**config.mk**
```make
export PLATFORM = sky130hd
export DESIGN_NAME = mips_pipeline_idex_register_flat
export DESIGN_NICKNAME = d
export VERILOG_FILES = /design/src/rtl/mips_pipeline_idex_register_pkg.sv /design/src/rtl/mips_pipeline_idex_register_if.sv /design/src/rtl/mips_pipeline_idex_register_entry.sv /design/src/rtl/mips_pipeline_idex_register.sv /design/src/flat_wrapper.sv
export SDC_FILE = /design/constraint.sdc
export NUM_CORES = 1
export LEC_CHECK = 0
export ABC_AREA = 1
export CORE_MARGIN = 2
export CORE_UTILIZATION = 50
export CTS_CLUSTER_SIZE = 16
export DETAILED_ROUTE_END_ITERATION = 10
export HOLD_SLACK_MARGIN = 0.08
export PLACE_DENSITY_LB_ADDON = 0.05
export SYNTH_ARGS = -nofsm -noshare
export SYNTH_HDL_FRONTEND = slang
export SYNTH_SLANG_ARGS = --single-unit
```
**constraint.sdc**
```tcl
create_clock -name clk -period 7.85 [get_ports clk]
set_input_delay 1.1775 -clock clk [delete_from_list [all_inputs] [get_ports clk]]
set_output_delay 1.1775 -clock clk [all_outputs]
set_load 0.01 [all_outputs]
```
**src/rtl/mips_pipeline_idex_register_pkg.sv**
```systemverilog
// Shared definitions for the ID/EX pipeline register: MIPS instruction field
// positions, the slot load-select encoding and a field extraction helper.
package mips_pipeline_idex_register_pkg;

    // Architectural MIPS register specifier width and instruction width.
    localparam int MIPS_REG_W   = 5;
    localparam int MIPS_INSTR_W = 32;

    // Least-significant bit of each register specifier inside the instruction.
    localparam int RS_LSB = 21;
    localparam int RT_LSB = 16;
    localparam int RD_LSB = 11;

    // The immediate occupies instr[15:0] and is sign-extended to the word width.
    localparam int IMM_W = 16;

    // Where a slot takes its next payload from.
    //   LOAD_HOLD  : keep its own contents (operands still refreshed)
    //   LOAD_INPUT : capture and decode the incoming decode-stage bundle
    //   LOAD_PEER  : copy the already-decoded contents of the other slot
    typedef enum logic [1:0] {
        LOAD_HOLD  = 2'd0,
        LOAD_INPUT = 2'd1,
        LOAD_PEER  = 2'd2
    } load_sel_e;

    // Pull a 5-bit register specifier out of a 32-bit instruction word.
    function automatic logic [MIPS_REG_W-1:0] instr_field(
        input logic [MIPS_INSTR_W-1:0] instr,
        input int                      lsb
    );
        return instr[lsb +: MIPS_REG_W];
    endfunction

endpackage

```
**src/rtl/mips_pipeline_idex_register_if.sv**
```systemverilog
// Bundle of every flow-controlled signal around the ID/EX register: the
// decode-side handshake and payload, flush, writeback snoop and the
// execute-side handshake and payload. The master drives decode/writeback
// and consumes the execute bundle; the slave is the pipeline register.
interface mips_pipeline_idex_register_if
    import mips_pipeline_idex_register_pkg::*;
#(
    parameter int WORD_W     = 32,
    parameter int REG_ADDR_W = 5,
    parameter int CTRL_W     = 16
);
    // decode side
    logic                  in_valid;
    logic                  in_ready;
    logic [WORD_W-1:0]     in_pc;
    logic [WORD_W-1:0]     in_instr;
    logic [CTRL_W-1:0]     in_control;
    logic [WORD_W-1:0]     in_reg1;
    logic [WORD_W-1:0]     in_reg2;

    // pipeline control and writeback snoop
    logic                  flush;
    logic                  wb_en;
    logic [REG_ADDR_W-1:0] wb_addr;
    logic [WORD_W-1:0]     wb_data;

    // execute side
    logic                  out_valid;
    logic                  out_ready;
    logic [WORD_W-1:0]     out_pc;
    logic [WORD_W-1:0]     out_instr;
    logic [CTRL_W-1:0]     out_control;
    logic [WORD_W-1:0]     out_reg1;
    logic [WORD_W-1:0]     out_reg2;
    logic [WORD_W-1:0]     out_imm;
    logic [REG_ADDR_W-1:0] out_rs;
    logic [REG_ADDR_W-1:0] out_rt;
    logic [REG_ADDR_W-1:0] out_rd;

    modport master (
        output in_valid, in_pc, in_instr, in_control, in_reg1, in_reg2,
        output flush, wb_en, wb_addr, wb_data, out_ready,
        input  in_ready, out_valid, out_pc, out_instr, out_control,
        input  out_reg1, out_reg2, out_imm, out_rs, out_rt, out_rd
    );

    modport slave (
        input  in_valid, in_pc, in_instr, in_control, in_reg1, in_reg2,
        input  flush, wb_en, wb_addr, wb_data, out_ready,
        output in_ready, out_valid, out_pc, out_instr, out_control,
        output out_reg1, out_reg2, out_imm, out_rs, out_rt, out_rd
    );

endinterface

```
**src/rtl/mips_pipeline_idex_register_entry.sv**
```systemverilog
// One ID/EX slot. Selects its next payload (hold / decode input / peer slot),
// decodes register fields and immediate on capture, and overwrites the stored
// operands whenever writeback targets the slot's rs/rt (never register 0).
// The same comparator serves capture bypass, in-place refresh and refresh of
// data moving in from the peer slot, because it always looks at the
// specifiers of whatever payload is about to be stored.
module mips_pipeline_idex_register_entry
    import mips_pipeline_idex_register_pkg::*;
#(
    parameter int WORD_W     = 32,
    parameter int REG_ADDR_W = 5,
    parameter int CTRL_W     = 16
)(
    input  logic                  clk,
    input  logic                  srst,
    input  load_sel_e             i_load_sel,
    input  logic                  i_valid_next,
    // raw decode-stage bundle
    input  logic [WORD_W-1:0]     i_pc,
    input  logic [WORD_W-1:0]     i_instr,
    input  logic [CTRL_W-1:0]     i_control,
    input  logic [WORD_W-1:0]     i_reg1,
    input  logic [WORD_W-1:0]     i_reg2,
    // already-decoded contents of the peer slot
    input  logic [WORD_W-1:0]     i_peer_pc,
    input  logic [WORD_W-1:0]     i_peer_instr,
    input  logic [CTRL_W-1:0]     i_peer_control,
    input  logic [WORD_W-1:0]     i_peer_reg1,
    input  logic [WORD_W-1:0]     i_peer_reg2,
    input  logic [WORD_W-1:0]     i_peer_imm,
    input  logic [REG_ADDR_W-1:0] i_peer_rs,
    input  logic [REG_ADDR_W-1:0] i_peer_rt,
    input  logic [REG_ADDR_W-1:0] i_peer_rd,
    // writeback snoop
    input  logic                  i_wb_en,
    input  logic [REG_ADDR_W-1:0] i_wb_addr,
    input  logic [WORD_W-1:0]     i_wb_data,
    // stored contents
    output logic                  o_valid,
    output logic [WORD_W-1:0]     o_pc,
    output logic [WORD_W-1:0]     o_instr,
    output logic [CTRL_W-1:0]     o_control,
    output logic [WORD_W-1:0]     o_reg1,
    output logic [WORD_W-1:0]     o_reg2,
    output logic [WORD_W-1:0]     o_imm,
    output logic [REG_ADDR_W-1:0] o_rs,
    output logic [REG_ADDR_W-1:0] o_rt,
    output logic [REG_ADDR_W-1:0] o_rd
);

    logic                  r_valid;
    logic [WORD_W-1:0]     r_pc;
    logic [WORD_W-1:0]     r_instr;
    logic [CTRL_W-1:0]     r_control;
    logic [WORD_W-1:0]     r_reg1;
    logic [WORD_W-1:0]     r_reg2;
    logic [WORD_W-1:0]     r_imm;
    logic [REG_ADDR_W-1:0] r_rs;
    logic [REG_ADDR_W-1:0] r_rt;
    logic [REG_ADDR_W-1:0] r_rd;

    // Field decode of the incoming instruction. The word is viewed as 32 bits
    // so narrow datapaths still see the MIPS field positions (upper bits zero);
    // the size cast keeps the LSBs of a 5-bit specifier or zero-extends it.
    logic [MIPS_INSTR_W-1:0] w_in_instr32;
    logic [REG_ADDR_W-1:0]   w_in_rs;
    logic [REG_ADDR_W-1:0]   w_in_rt;
    logic [REG_ADDR_W-1:0]   w_in_rd;
    logic [WORD_W-1:0]       w_in_imm;

    assign w_in_instr32 = MIPS_INSTR_W'(i_instr);
    assign w_in_rs      = REG_ADDR_W'(instr_field(w_in_instr32, RS_LSB));
    assign w_in_rt      = REG_ADDR_W'(instr_field(w_in_instr32, RT_LSB));
    assign w_in_rd      = REG_ADDR_W'(instr_field(w_in_instr32, RD_LSB));
    assign w_in_imm     = WORD_W'($signed(i_instr[IMM_W-1:0]));

    // Payload about to be stored, before the writeback overwrite.
    logic [WORD_W-1:0]     w_src_pc;
    logic [WORD_W-1:0]     w_src_instr;
    logic [CTRL_W-1:0]     w_src_control;
    logic [WORD_W-1:0]     w_src_reg1;
    logic [WORD_W-1:0]     w_src_reg2;
    logic [WORD_W-1:0]     w_src_imm;
    logic [REG_ADDR_W-1:0] w_src_rs;
    logic [REG_ADDR_W-1:0] w_src_rt;
    logic [REG_ADDR_W-1:0] w_src_rd;

    logic                  w_hit1;
    logic                  w_hit2;
    logic [WORD_W-1:0]     w_reg1_next;
    logic [WORD_W-1:0]     w_reg2_next;

    // Load mux followed by the writeback match on the selected specifiers.
    always_comb begin
        w_src_pc      = r_pc;
        w_src_instr   = r_instr;
        w_src_control = r_control;
        w_src_reg1    = r_reg1;
        w_src_reg2    = r_reg2;
        w_src_imm     = r_imm;
        w_src_rs      = r_rs;
        w_src_rt      = r_rt;
        w_src_rd      = r_rd;
        unique case (i_load_sel)
            LOAD_INPUT: begin
                w_src_pc      = i_pc;
                w_src_instr   = i_instr;
                w_src_control = i_control;
                w_src_reg1    = i_reg1;
                w_src_reg2    = i_reg2;
                w_src_imm     = w_in_imm;
                w_src_rs      = w_in_rs;
                w_src_rt      = w_in_rt;
                w_src_rd      = w_in_rd;
            end
            LOAD_PEER: begin
                w_src_pc      = i_peer_pc;
                w_src_instr   = i_peer_instr;
                w_src_control = i_peer_control;
                w_src_reg1    = i_peer_reg1;
                w_src_reg2    = i_peer_reg2;
                w_src_imm     = i_peer_imm;
                w_src_rs      = i_peer_rs;
                w_src_rt      = i_peer_rt;
                w_src_rd      = i_peer_rd;
            end
            default: begin
            end
        endcase

        w_hit1      = i_wb_en && (i_wb_addr != '0) && (i_wb_addr == w_src_rs);
        w_hit2      = i_wb_en && (i_wb_addr != '0) && (i_wb_addr == w_src_rt);
        w_reg1_next = w_hit1 ? i_wb_data : w_src_reg1;
        w_reg2_next = w_hit2 ? i_wb_data : w_src_reg2;
    end

    // Slot storage; everything clears on reset so outputs never show X.
    always_ff @(posedge clk) begin
        if (srst) begin
            r_valid   <= 1'b0;
            r_pc      <= '0;
            r_instr   <= '0;
            r_control <= '0;
            r_reg1    <= '0;
            r_reg2    <= '0;
            r_imm     <= '0;
            r_rs      <= '0;
            r_rt      <= '0;
            r_rd      <= '0;
        end else begin
            r_valid   <= i_valid_next;
            r_pc      <= w_src_pc;
            r_instr   <= w_src_instr;
            r_control <= w_src_control;
            r_reg1    <= w_reg1_next;
            r_reg2    <= w_reg2_next;
            r_imm     <= w_src_imm;
            r_rs      <= w_src_rs;
            r_rt      <= w_src_rt;
            r_rd      <= w_src_rd;
        end
    end

    assign o_valid   = r_valid;
    assign o_pc      = r_pc;
    assign o_instr   = r_instr;
    assign o_control = r_control;
    assign o_reg1    = r_reg1;
    assign o_reg2    = r_reg2;
    assign o_imm     = r_imm;
    assign o_rs      = r_rs;
    assign o_rt      = r_rt;
    assign o_rd      = r_rd;

endmodule

```
**src/rtl/mips_pipeline_idex_register.sv**
```systemverilog
// ID/EX pipeline register. Main slot M always drives execute. With SKID=1 a
// second slot S absorbs one bundle while M is stalled so in_ready can come
// straight from a flop; with SKID=0 in_ready is combinational on out_ready.
module mips_pipeline_idex_register
    import mips_pipeline_idex_register_pkg::*;
#(
    parameter int WORD_W     = 32,
    parameter int REG_ADDR_W = 5,
    parameter int CTRL_W     = 16,
    parameter int SKID       = 1
)(
    input  logic                          clk,
    input  logic                          srst,
    mips_pipeline_idex_register_if.slave  bus
);

    logic      w_in_ready;
    logic      w_accept;
    logic      w_consume;

    load_sel_e w_m_sel;
    logic      w_m_valid_next;
    logic      w_m_valid;

    // Skid slot contents, also the peer source for M.
    logic                  w_s_valid;
    logic [WORD_W-1:0]     w_s_pc;
    logic [WORD_W-1:0]     w_s_instr;
    logic [CTRL_W-1:0]     w_s_control;
    logic [WORD_W-1:0]     w_s_reg1;
    logic [WORD_W-1:0]     w_s_reg2;
    logic [WORD_W-1:0]     w_s_imm;
    logic [REG_ADDR_W-1:0] w_s_rs;
    logic [REG_ADDR_W-1:0] w_s_rt;
    logic [REG_ADDR_W-1:0] w_s_rd;

    assign w_accept      = bus.in_valid & w_in_ready;
    assign w_consume     = w_m_valid & bus.out_ready;
    assign bus.in_ready  = w_in_ready;
    assign bus.out_valid = w_m_valid;

    mips_pipeline_idex_register_entry #(
        .WORD_W     (WORD_W),
        .REG_ADDR_W (REG_ADDR_W),
        .CTRL_W     (CTRL_W)
    ) u_main (
        .clk            (clk),
        .srst           (srst),
        .i_load_sel     (w_m_sel),
        .i_valid_next   (w_m_valid_next),
        .i_pc           (bus.in_pc),
        .i_instr        (bus.in_instr),
        .i_control      (bus.in_control),
        .i_reg1         (bus.in_reg1),
        .i_reg2         (bus.in_reg2),
        .i_peer_pc      (w_s_pc),
        .i_peer_instr   (w_s_instr),
        .i_peer_control (w_s_control),
        .i_peer_reg1    (w_s_reg1),
        .i_peer_reg2    (w_s_reg2),
        .i_peer_imm     (w_s_imm),
        .i_peer_rs      (w_s_rs),
        .i_peer_rt      (w_s_rt),
        .i_peer_rd      (w_s_rd),
        .i_wb_en        (bus.wb_en),
        .i_wb_addr      (bus.wb_addr),
        .i_wb_data      (bus.wb_data),
        .o_valid        (w_m_valid),
        .o_pc           (bus.out_pc),
        .o_instr        (bus.out_instr),
        .o_control      (bus.out_control),
        .o_reg1         (bus.out_reg1),
        .o_reg2         (bus.out_reg2),
        .o_imm          (bus.out_imm),
        .o_rs           (bus.out_rs),
        .o_rt           (bus.out_rt),
        .o_rd           (bus.out_rd)
    );

    generate
        if (SKID != 0) begin : g_skid
            load_sel_e w_s_sel;
            logic      w_s_valid_next;
            logic      r_in_ready;

            // Slot steering: refill M from S first, else from the input;
            // park the input in S only while M is stalled. Flush wins.
            always_comb begin
                w_m_sel        = LOAD_HOLD;
                w_m_valid_next = w_m_valid;
                w_s_sel        = LOAD_HOLD;
                w_s_valid_next = w_s_valid;
                if (bus.flush) begin
                    w_m_valid_next = 1'b0;
                    w_s_valid_next = 1'b0;
                end else if (!w_m_valid || w_consume) begin
                    if (w_s_valid) begin
                        // in_ready is low whenever S is full, so no accept here
                        w_m_sel        = LOAD_PEER;
                        w_m_valid_next = 1'b1;
                        w_s_valid_next = 1'b0;
                    end else begin
                        w_m_valid_next = w_accept;
                        if (w_accept) begin
                            w_m_sel = LOAD_INPUT;
                        end
                    end
                end else if (w_accept) begin
                    w_s_sel        = LOAD_INPUT;
                    w_s_valid_next = 1'b1;
                end
            end

            // Registered ready: open exactly when S will be empty next cycle.
            always_ff @(posedge clk) begin
                if (srst) begin
                    r_in_ready <= 1'b0;
                end else begin
                    r_in_ready <= ~w_s_valid_next;
                end
            end

            assign w_in_ready = r_in_ready;

            mips_pipeline_idex_register_entry #(
                .WORD_W     (WORD_W),
                .REG_ADDR_W (REG_ADDR_W),
                .CTRL_W     (CTRL_W)
            ) u_skid (
                .clk            (clk),
                .srst           (srst),
                .i_load_sel     (w_s_sel),
                .i_valid_next   (w_s_valid_next),
                .i_pc           (bus.in_pc),
                .i_instr        (bus.in_instr),
                .i_control      (bus.in_control),
                .i_reg1         (bus.in_reg1),
                .i_reg2         (bus.in_reg2),
                .i_peer_pc      ('0),
                .i_peer_instr   ('0),
                .i_peer_control ('0),
                .i_peer_reg1    ('0),
                .i_peer_reg2    ('0),
                .i_peer_imm     ('0),
                .i_peer_rs      ('0),
                .i_peer_rt      ('0),
                .i_peer_rd      ('0),
                .i_wb_en        (bus.wb_en),
                .i_wb_addr      (bus.wb_addr),
                .i_wb_data      (bus.wb_data),
                .o_valid        (w_s_valid),
                .o_pc           (w_s_pc),
                .o_instr        (w_s_instr),
                .o_control      (w_s_control),
                .o_reg1         (w_s_reg1),
                .o_reg2         (w_s_reg2),
                .o_imm          (w_s_imm),
                .o_rs           (w_s_rs),
                .o_rt           (w_s_rt),
                .o_rd           (w_s_rd)
            );
        end else begin : g_single
            logic r_started;

            // Keeps in_ready low through reset and the first cycle after it.
            always_ff @(posedge clk) begin
                if (srst) begin
                    r_started <= 1'b0;
                end else begin
                    r_started <= 1'b1;
                end
            end

            assign w_in_ready = r_started & (~w_m_valid | bus.out_ready);

            // Single slot: capture on accept, empty on consume, flush wins.
            always_comb begin
                w_m_sel        = LOAD_HOLD;
                w_m_valid_next = w_m_valid;
                if (bus.flush) begin
                    w_m_valid_next = 1'b0;
                end else if (w_accept) begin
                    w_m_sel        = LOAD_INPUT;
                    w_m_valid_next = 1'b1;
                end else if (w_consume) begin
                    w_m_valid_next = 1'b0;
                end
            end

            assign w_s_valid   = 1'b0;
            assign w_s_pc      = '0;
            assign w_s_instr   = '0;
            assign w_s_control = '0;
            assign w_s_reg1    = '0;
            assign w_s_reg2    = '0;
            assign w_s_imm     = '0;
            assign w_s_rs      = '0;
            assign w_s_rt      = '0;
            assign w_s_rd      = '0;
        end
    endgenerate

endmodule
```
**src/flat_wrapper.sv**
```systemverilog
// flat-port wrapper written by rule: the top's interface ports become plain ports
module mips_pipeline_idex_register_flat import mips_pipeline_idex_register_pkg::*;
#(
    parameter int WORD_W     = 32,
    parameter int REG_ADDR_W = 5,
    parameter int CTRL_W     = 16,
    parameter int SKID       = 1
)
  (clk, srst, bus_in_valid, bus_in_pc, bus_in_instr, bus_in_control, bus_in_reg1, bus_in_reg2, bus_flush, bus_wb_en, bus_wb_addr, bus_wb_data, bus_out_ready, bus_in_ready, bus_out_valid, bus_out_pc, bus_out_instr, bus_out_control, bus_out_reg1, bus_out_reg2, bus_out_imm, bus_out_rs, bus_out_rt, bus_out_rd);
  mips_pipeline_idex_register_if #(.WORD_W(WORD_W), .REG_ADDR_W(REG_ADDR_W), .CTRL_W(CTRL_W)) bus_i ();
  input  logic clk;
  input  logic srst;
  input wire logic [$bits(bus_i.in_valid)-1:0] bus_in_valid;
  input wire logic [$bits(bus_i.in_pc)-1:0] bus_in_pc;
  input wire logic [$bits(bus_i.in_instr)-1:0] bus_in_instr;
  input wire logic [$bits(bus_i.in_control)-1:0] bus_in_control;
  input wire logic [$bits(bus_i.in_reg1)-1:0] bus_in_reg1;
  input wire logic [$bits(bus_i.in_reg2)-1:0] bus_in_reg2;
  input wire logic [$bits(bus_i.flush)-1:0] bus_flush;
  input wire logic [$bits(bus_i.wb_en)-1:0] bus_wb_en;
  input wire logic [$bits(bus_i.wb_addr)-1:0] bus_wb_addr;
  input wire logic [$bits(bus_i.wb_data)-1:0] bus_wb_data;
  input wire logic [$bits(bus_i.out_ready)-1:0] bus_out_ready;
  output wire logic [$bits(bus_i.in_ready)-1:0] bus_in_ready;
  output wire logic [$bits(bus_i.out_valid)-1:0] bus_out_valid;
  output wire logic [$bits(bus_i.out_pc)-1:0] bus_out_pc;
  output wire logic [$bits(bus_i.out_instr)-1:0] bus_out_instr;
  output wire logic [$bits(bus_i.out_control)-1:0] bus_out_control;
  output wire logic [$bits(bus_i.out_reg1)-1:0] bus_out_reg1;
  output wire logic [$bits(bus_i.out_reg2)-1:0] bus_out_reg2;
  output wire logic [$bits(bus_i.out_imm)-1:0] bus_out_imm;
  output wire logic [$bits(bus_i.out_rs)-1:0] bus_out_rs;
  output wire logic [$bits(bus_i.out_rt)-1:0] bus_out_rt;
  output wire logic [$bits(bus_i.out_rd)-1:0] bus_out_rd;
  assign bus_i.in_valid = bus_in_valid;
  assign bus_i.in_pc = bus_in_pc;
  assign bus_i.in_instr = bus_in_instr;
  assign bus_i.in_control = bus_in_control;
  assign bus_i.in_reg1 = bus_in_reg1;
  assign bus_i.in_reg2 = bus_in_reg2;
  assign bus_i.flush = bus_flush;
  assign bus_i.wb_en = bus_wb_en;
  assign bus_i.wb_addr = bus_wb_addr;
  assign bus_i.wb_data = bus_wb_data;
  assign bus_i.out_ready = bus_out_ready;
  assign bus_in_ready = bus_i.in_ready;
  assign bus_out_valid = bus_i.out_valid;
  assign bus_out_pc = bus_i.out_pc;
  assign bus_out_instr = bus_i.out_instr;
  assign bus_out_control = bus_i.out_control;
  assign bus_out_reg1 = bus_i.out_reg1;
  assign bus_out_reg2 = bus_i.out_reg2;
  assign bus_out_imm = bus_i.out_imm;
  assign bus_out_rs = bus_i.out_rs;
  assign bus_out_rt = bus_i.out_rt;
  assign bus_out_rd = bus_i.out_rd;
  mips_pipeline_idex_register #(.WORD_W(WORD_W), .REG_ADDR_W(REG_ADDR_W), .CTRL_W(CTRL_W), .SKID(SKID)) u_core (.clk(clk), .srst(srst), .bus(bus_i));
endmodule
```
After elaboration in Yosys (flattened, before gate mapping)
Cells that the tools add are included.

word-level totals
  logic and storage cells = 79
  bits in registers = 385
  input port bits = 187

operators by class
  muxes and demuxes = 32
  reductions and logical operators = 15
  equal/unequal tests = 8
  bitwise logic cells = 3

operators by type and width
  kind                                                  number
  one-hot mux 32 bit (2 select lines)                   10
  2-to-1 mux 32 bit                                     4
  one-hot mux 16 bit (2 select lines)                   2
  one-hot mux 5 bit (2 select lines)                    6
  equality test 5 bit                                   4
  nonzero test 3 bit                                    4
  2-to-1 mux 2 bit                                      5
  logical AND 1 bit                                     5
  2-to-1 mux 1 bit                                      5
  nonzero test 5 bit                                    1
  equality test 2 x 1 -> 1 bit (second input constant)  2
  equality test 2 bit (second input constant)           2
  nonzero test 2 bit                                    2
  AND 1 bit                                             2
  OR reduction 2 bit                                    1
  logical NOT 1 bit                                     1
  logical OR 1 bit                                      1
  NOT 1 bit                                             1

Longest topological paths before layout
  word-level depth = 10
  gate-level depth with buffers = 22
  gate-level depth less buffers = 18

By module
From an unflattened synthesis, not the netlist that was laid out.

unflattened totals
  cells, all modules = 3,096
  area, all modules = 20,297.0 um^2

by module, submodules not included
  module                             seq. area each (um^2)  area each (um^2)  times used  cells each
  mips_pipeline_idex_register_entry  3,843.7                10,100.9          2           1,540
  mips_pipeline_idex_register        20.0                   95.1              1           16

Least setup slack after synthesis
OpenSTA, ideal clock, no wires.

  kind = input -> register
  from = in bus_out_ready
  to = reg u_core.u_main.r_reg2[17], in the netlist u_core.u_main.o_reg2[17]
  cell stages on the path = 19
  arrival time = 3.290 ns
  path slack = 4.433 ns
  data required time = 7.722 ns
  cell sequence = nor2_4 buf_4 inv_1 nand3_1 inv_1 ha_1 buf_4 inv_4 buf_4 nand3_1 nand3_1 nand2_1 nor2_2 nand3_2 nand2_1 buf_2 nor2_1 nor2_1 nor2_1

on the way
  longest elaborated chain between the ends = 9

RTL lines
  item                                                                      RTL line                                  text
  start: declaration                                                        flat_wrapper.sv:23                        input wire logic [$bits(bus_i.out_ready)-1:0] bus_out_ready;
  AND 1 bit *                                                               mips_pipeline_idex_register.sv:38         assign w_consume = w_m_valid & bus.out_ready;
  logical OR 1 bit *                                                        mips_pipeline_idex_register.sv:96         end else if (!w_m_valid || w_consume) begin
  2-to-1 mux 2 bit *                                                        mips_pipeline_idex_register.sv:96
  2-to-1 mux 2 bit *                                                        mips_pipeline_idex_register.sv:93         if (bus.flush) begin
  equality test 2 bit or equality test 2 x 1 -> 1 bit (tied branches)       mips_pipeline_idex_register_entry.sv:104  unique case (i_load_sel)
  one-hot mux 5 bit (2 select lines)                                        mips_pipeline_idex_register_entry.sv:104
  equality test 5 bit                                                       mips_pipeline_idex_register_entry.sv:132  w_hit2 = i_wb_en && (i_wb_addr != '0) && (i_wb_addr == w_src_rt);
  logical AND 1 bit                                                         mips_pipeline_idex_register_entry.sv:132
  nonzero test 3 bit (no source line) or 2-to-1 mux 32 bit (tied branches)  --
  end signal: assignment                                                    mips_pipeline_idex_register_entry.sv:156  r_reg2 <= w_reg2_next;
  end: declaration                                                          mips_pipeline_idex_register_entry.sv:56   logic [WORD_W-1:0] r_reg2;

Mark *: on every way between the ends. The rest lies on a longest branch, timed or not.
A chain may end at the register's enable or synchronous reset.

Worst setup path in the final report
  from = in bus_in_valid
  to = reg u_core.u_main.r_reg1[17], in the netlist u_core.u_main.o_reg1[17]

on the way
  longest elaborated chain between the ends = 10

RTL lines
  item                                                                      RTL line                                  text
  start: declaration                                                        flat_wrapper.sv:13                        input wire logic [$bits(bus_i.in_valid)-1:0] bus_in_valid;
  AND 1 bit *                                                               mips_pipeline_idex_register.sv:37         assign w_accept = bus.in_valid & w_in_ready;
  2-to-1 mux 1 bit *                                                        mips_pipeline_idex_register.sv:104        if (w_accept) begin
  2-to-1 mux 2 bit *                                                        mips_pipeline_idex_register.sv:97         if (w_s_valid) begin
  2-to-1 mux 2 bit *                                                        mips_pipeline_idex_register.sv:96
  2-to-1 mux 2 bit *                                                        mips_pipeline_idex_register.sv:93
  equality test 2 bit or equality test 2 x 1 -> 1 bit (tied branches)       mips_pipeline_idex_register_entry.sv:104
  one-hot mux 5 bit (2 select lines)                                        mips_pipeline_idex_register_entry.sv:104
  equality test 5 bit                                                       mips_pipeline_idex_register_entry.sv:131  w_hit1 = i_wb_en && (i_wb_addr != '0) && (i_wb_addr == w_src_rs);
  logical AND 1 bit                                                         mips_pipeline_idex_register_entry.sv:131
  nonzero test 3 bit (no source line) or 2-to-1 mux 32 bit (tied branches)  --
  end signal: assignment                                                    mips_pipeline_idex_register_entry.sv:155  r_reg1 <= w_reg1_next;
  end: declaration                                                          mips_pipeline_idex_register_entry.sv:55   logic [WORD_W-1:0] r_reg1;

Marks and branches as above.

==> impl_metrics.json <==
{
  "die_h_um": 181.0,
  "syn_nets": 2581,
  "slowest_stage": "inv_4",
  "mostFrequentLayoutCell": "nand2_1",
  "cts_buffers": 37,
  "setup_viol": 0,
  "start_kind": "primary input",
  "gr-usage-met3_pct": 7.196,
  "syn2layout_area_growth_pct": 29.88,
  "slew_violations": 0,
  "place_congestion": 0.8883,
  "powerDensity_nw_per_um2": 200.8,
  "io_buffers": 379,
  "ios": 380,
  "rsz0062_at_grt": "no",
  "fillers": 2762,
  "wl_per_cell_um": 17.60,
  "setup_tns_ps": 0,
  "ctsHtreeMaxLevel": 2,
  "postCtsSetupBuffers": 0,
  "cts-root-buf": "clkbuf_16",
  "critical_path_class": "primary input to flip-flop",
  "leakagePower_uw": 0.008852,
  "cts_tree": "built",
  "peakVddDrop_mv": 0.1662,
  "fin_skew_ps": 9.771,
  "grt_overflow_total": 0,
  "hold_violations": 0,
  "crit_chain": "clkdlybuf4s50_1, nand2_1, nor2_2, nand3_1, inv_1, ha_1, buf_4, inv_4, nand3_1, o211ai_2, nand2_1, nor2_4, buf_4, nand3_2, buf_4, nand2_1, nand2_1, a21oi_1",
  "outcome": "finished, final reports clean",
  "layout_min_cycle_time_ps": 5403,
  "worst_setup_path_end_kind": "flip-flop",
  "yosysWarnings": 0,
  "min_path_type": "flip-flop to flip-flop",
  "rows": 64,
  "die_area_um2": 32750,
  "cp.required_ps": 8270,
  "num_vias": 16820,
  "routed_wl_mm": 53.34,
  "drtAntennaViolNets": 0,
  "synth_top_area_share_pct": 39.75,
  "synth_largest_area_cell": "dfxtp_1",
  "grt_pass1_vias": 15280,
  "synth_cell_types": 27,
  "cts_resized": 0,
  "coreArea_um2": 30750,
  "cts_sinks": 311,
  "use_met1_pct": 38.63,
  "finalCritPeriodShare_pct": 68.83,
  "cp_common_cell": "nand2_1",
  "grt_pass1_wl_mm": 82.64,
  "die_w_um": 181.0,
  "drc_errors": 0,
  "final_cell_mix": "nand2_1 (590), clkdlybuf4s50_1 (378), dfxtp_1 (311), nor2_1 (305), nand3_1 (215)",
  "drtPass1Iterations": 5,
  "crit_path_max_fanout": 75,
  "whs_ps": 467.3,
  "synthTopCellsByArea": "dfxtp_1 (40%), nand2_1 (14%), nor2_1 (7.3%), nand3_1 (6.9%), a21oi_1 (6.0%)",
  "synth-seq-cells": 311,
  "timing.slew.headroom_pct": 25.57,
  "slowest_delay_ps": 590,
  "synth_area_um2": 15660,
  "synth_cells": 2392,
  "grt_max_degree": 127,
  "drive_gt1_share_pct": 4.178,
  "critPathArrivalTime_ps": 5820,
  "hpwlAfterDp_mm": 33.16,
  "grt_util_met2_pct": 49.71,
  "fmax_mhz": 185.1,
  "fin_nets": 2794,
  "antenna_found_initial": 4,
  "reg2reg_slack_ps": 3220,
  "via_per_inst": 5.550,
  "clk_pin_slew_ps": 60,
  "clk_latency_ps": 520,
  "maxCapViolations": 0,
  "grt_usage_pct": 30.81,
  "ctsHoldBuffers": 0,
  "grt.busiest_layer": "met2",
  "seqCellArea_um2": 6226,
  "multi_input_area_um2": 7600,
  "syn_avg_cell_area_um2": 6.547,
  "ys_seq_area_share_pct": 39.75,
  "tightest_slew_ps": 1116,
  "first_iter_violations": 1755,
  "start_util_pct": 50.93,
  "clk_path_buf_depth": 3
}
-- per-stage QoR --
step,power [uW],utilization (%),cell area (um^2),setup slack (ps),cells
floorplan,1949,-,15660,4433,2392
global placement,2216,61.80,19000,2144,2962
detailed placement,2222,61.80,19000,2034,2962
CTS,4101,66.13,20340,2508,3029
global route,4214,66.15,20340,2045,3031
finish,4084,66.15,20340,2447,3031
-- power breakdown --
part / total, uW / internal, uW / switching [uW]
clock network: 1890 / 1190 / 696
registers: 1670 / 1630 / 35.8
logic: 531 / 243 / 288
total: 4080 / 3060 / 1020
-- cell families after synthesis --
group,share of synthesized area [%]
AOI/OAI and AO/OA,14.58
and+or+nand+nor,33.51
adders and majority gates,0.1598
buffers and inverters,11.99
DFF,39.75
-- worst max-delay path: cells and delay by family --
kind,cells,cell delay (ps)
buffers and inverters,6,2220
and+or+nand+nor,9,1870
AOI/OAI and AO/OA,2,260
adders and majority gates,1,240
-- final timing paths --
path                                                        from                          endpoint  cells after the start
worst max-delay path                                bus_in_valid          u_core.u_main.o_reg1[17]                     18
worst min register to register  u_core.g_skid.u_skid.o_instr[19]  u_core.g_skid.u_skid.o_instr[19]                      2
worst min-delay path            u_core.g_skid.u_skid.o_instr[19]  u_core.g_skid.u_skid.o_instr[19]                      2
worst max register to register               u_core.bus.in_ready          u_core.u_main.o_reg1[17]                     17
-- flip-flops by register name, indices dropped and copies added, names as in the netlist --
register,cells
u_core.u_main.o_rt,5
u_core.g_skid.u_skid.o_rs,5
u_core.g_skid.u_skid.o_rt,5
u_core.u_main.o_pc,32
u_core.bus.in_ready,1
u_core.g_skid.u_skid.o_reg2,32
u_core.g_skid.u_skid.o_pc,32
u_core.u_main.o_instr,32
u_core.g_skid.u_skid.o_valid,1
u_core.u_main.o_valid,1
u_core.u_main.o_rs,5
u_core.g_skid.u_skid.o_instr,32
u_core.u_main.o_control,16
u_core.g_skid.u_skid.o_control,16
u_core.u_main.o_reg1,32
u_core.g_skid.u_skid.o_reg1,32
u_core.u_main.o_reg2,32
-- cells in the mapped netlist --
master / count
inv_2: 3
nand2_1: 591
inv_4: 1
dfxtp_1: 311
nand2_2: 1
a31oi_1: 1
o211ai_2: 2
nand4_1: 96
nand3_1: 215
nand3_2: 3
clkbuf_1: 90
buf_2: 56
buf_1: 25
nor2_4: 6
o21ai_1: 4
inv_1: 190
o21ai_0: 187
ha_1: 2
nor2_1: 306
nor3_1: 2
nor2_2: 7
or2_1: 2
nand3_4: 2
buf_4: 46
buf_6: 8
a21oi_1: 187
o211ai_1: 48
-- cell type report --
class                           instances  area share [%]
Antenna cell                            2         0.02460
Clock buffer                           50           5.087
Inverter                              194           3.629
Multi-Input combinational cell       1662           37.36
Timing Repair Buffer                  399           19.39
Tap cell                              396           2.436
Clock inverter                         17           1.458
Sequential cell                       311           30.61
-- per-layer routing --
| metal | up-vias | part of all wire, % |
|---|---|---|
| li1 | 8159 | - |
| met1 | 7663 | 40 |
| met2 | 851 | 46 |
| met3 | 147 | 9.3 |
| met4 | 2 | 5.3 |
| met5 | - | 0.028 |
Power figures use the tool's default switching activity.
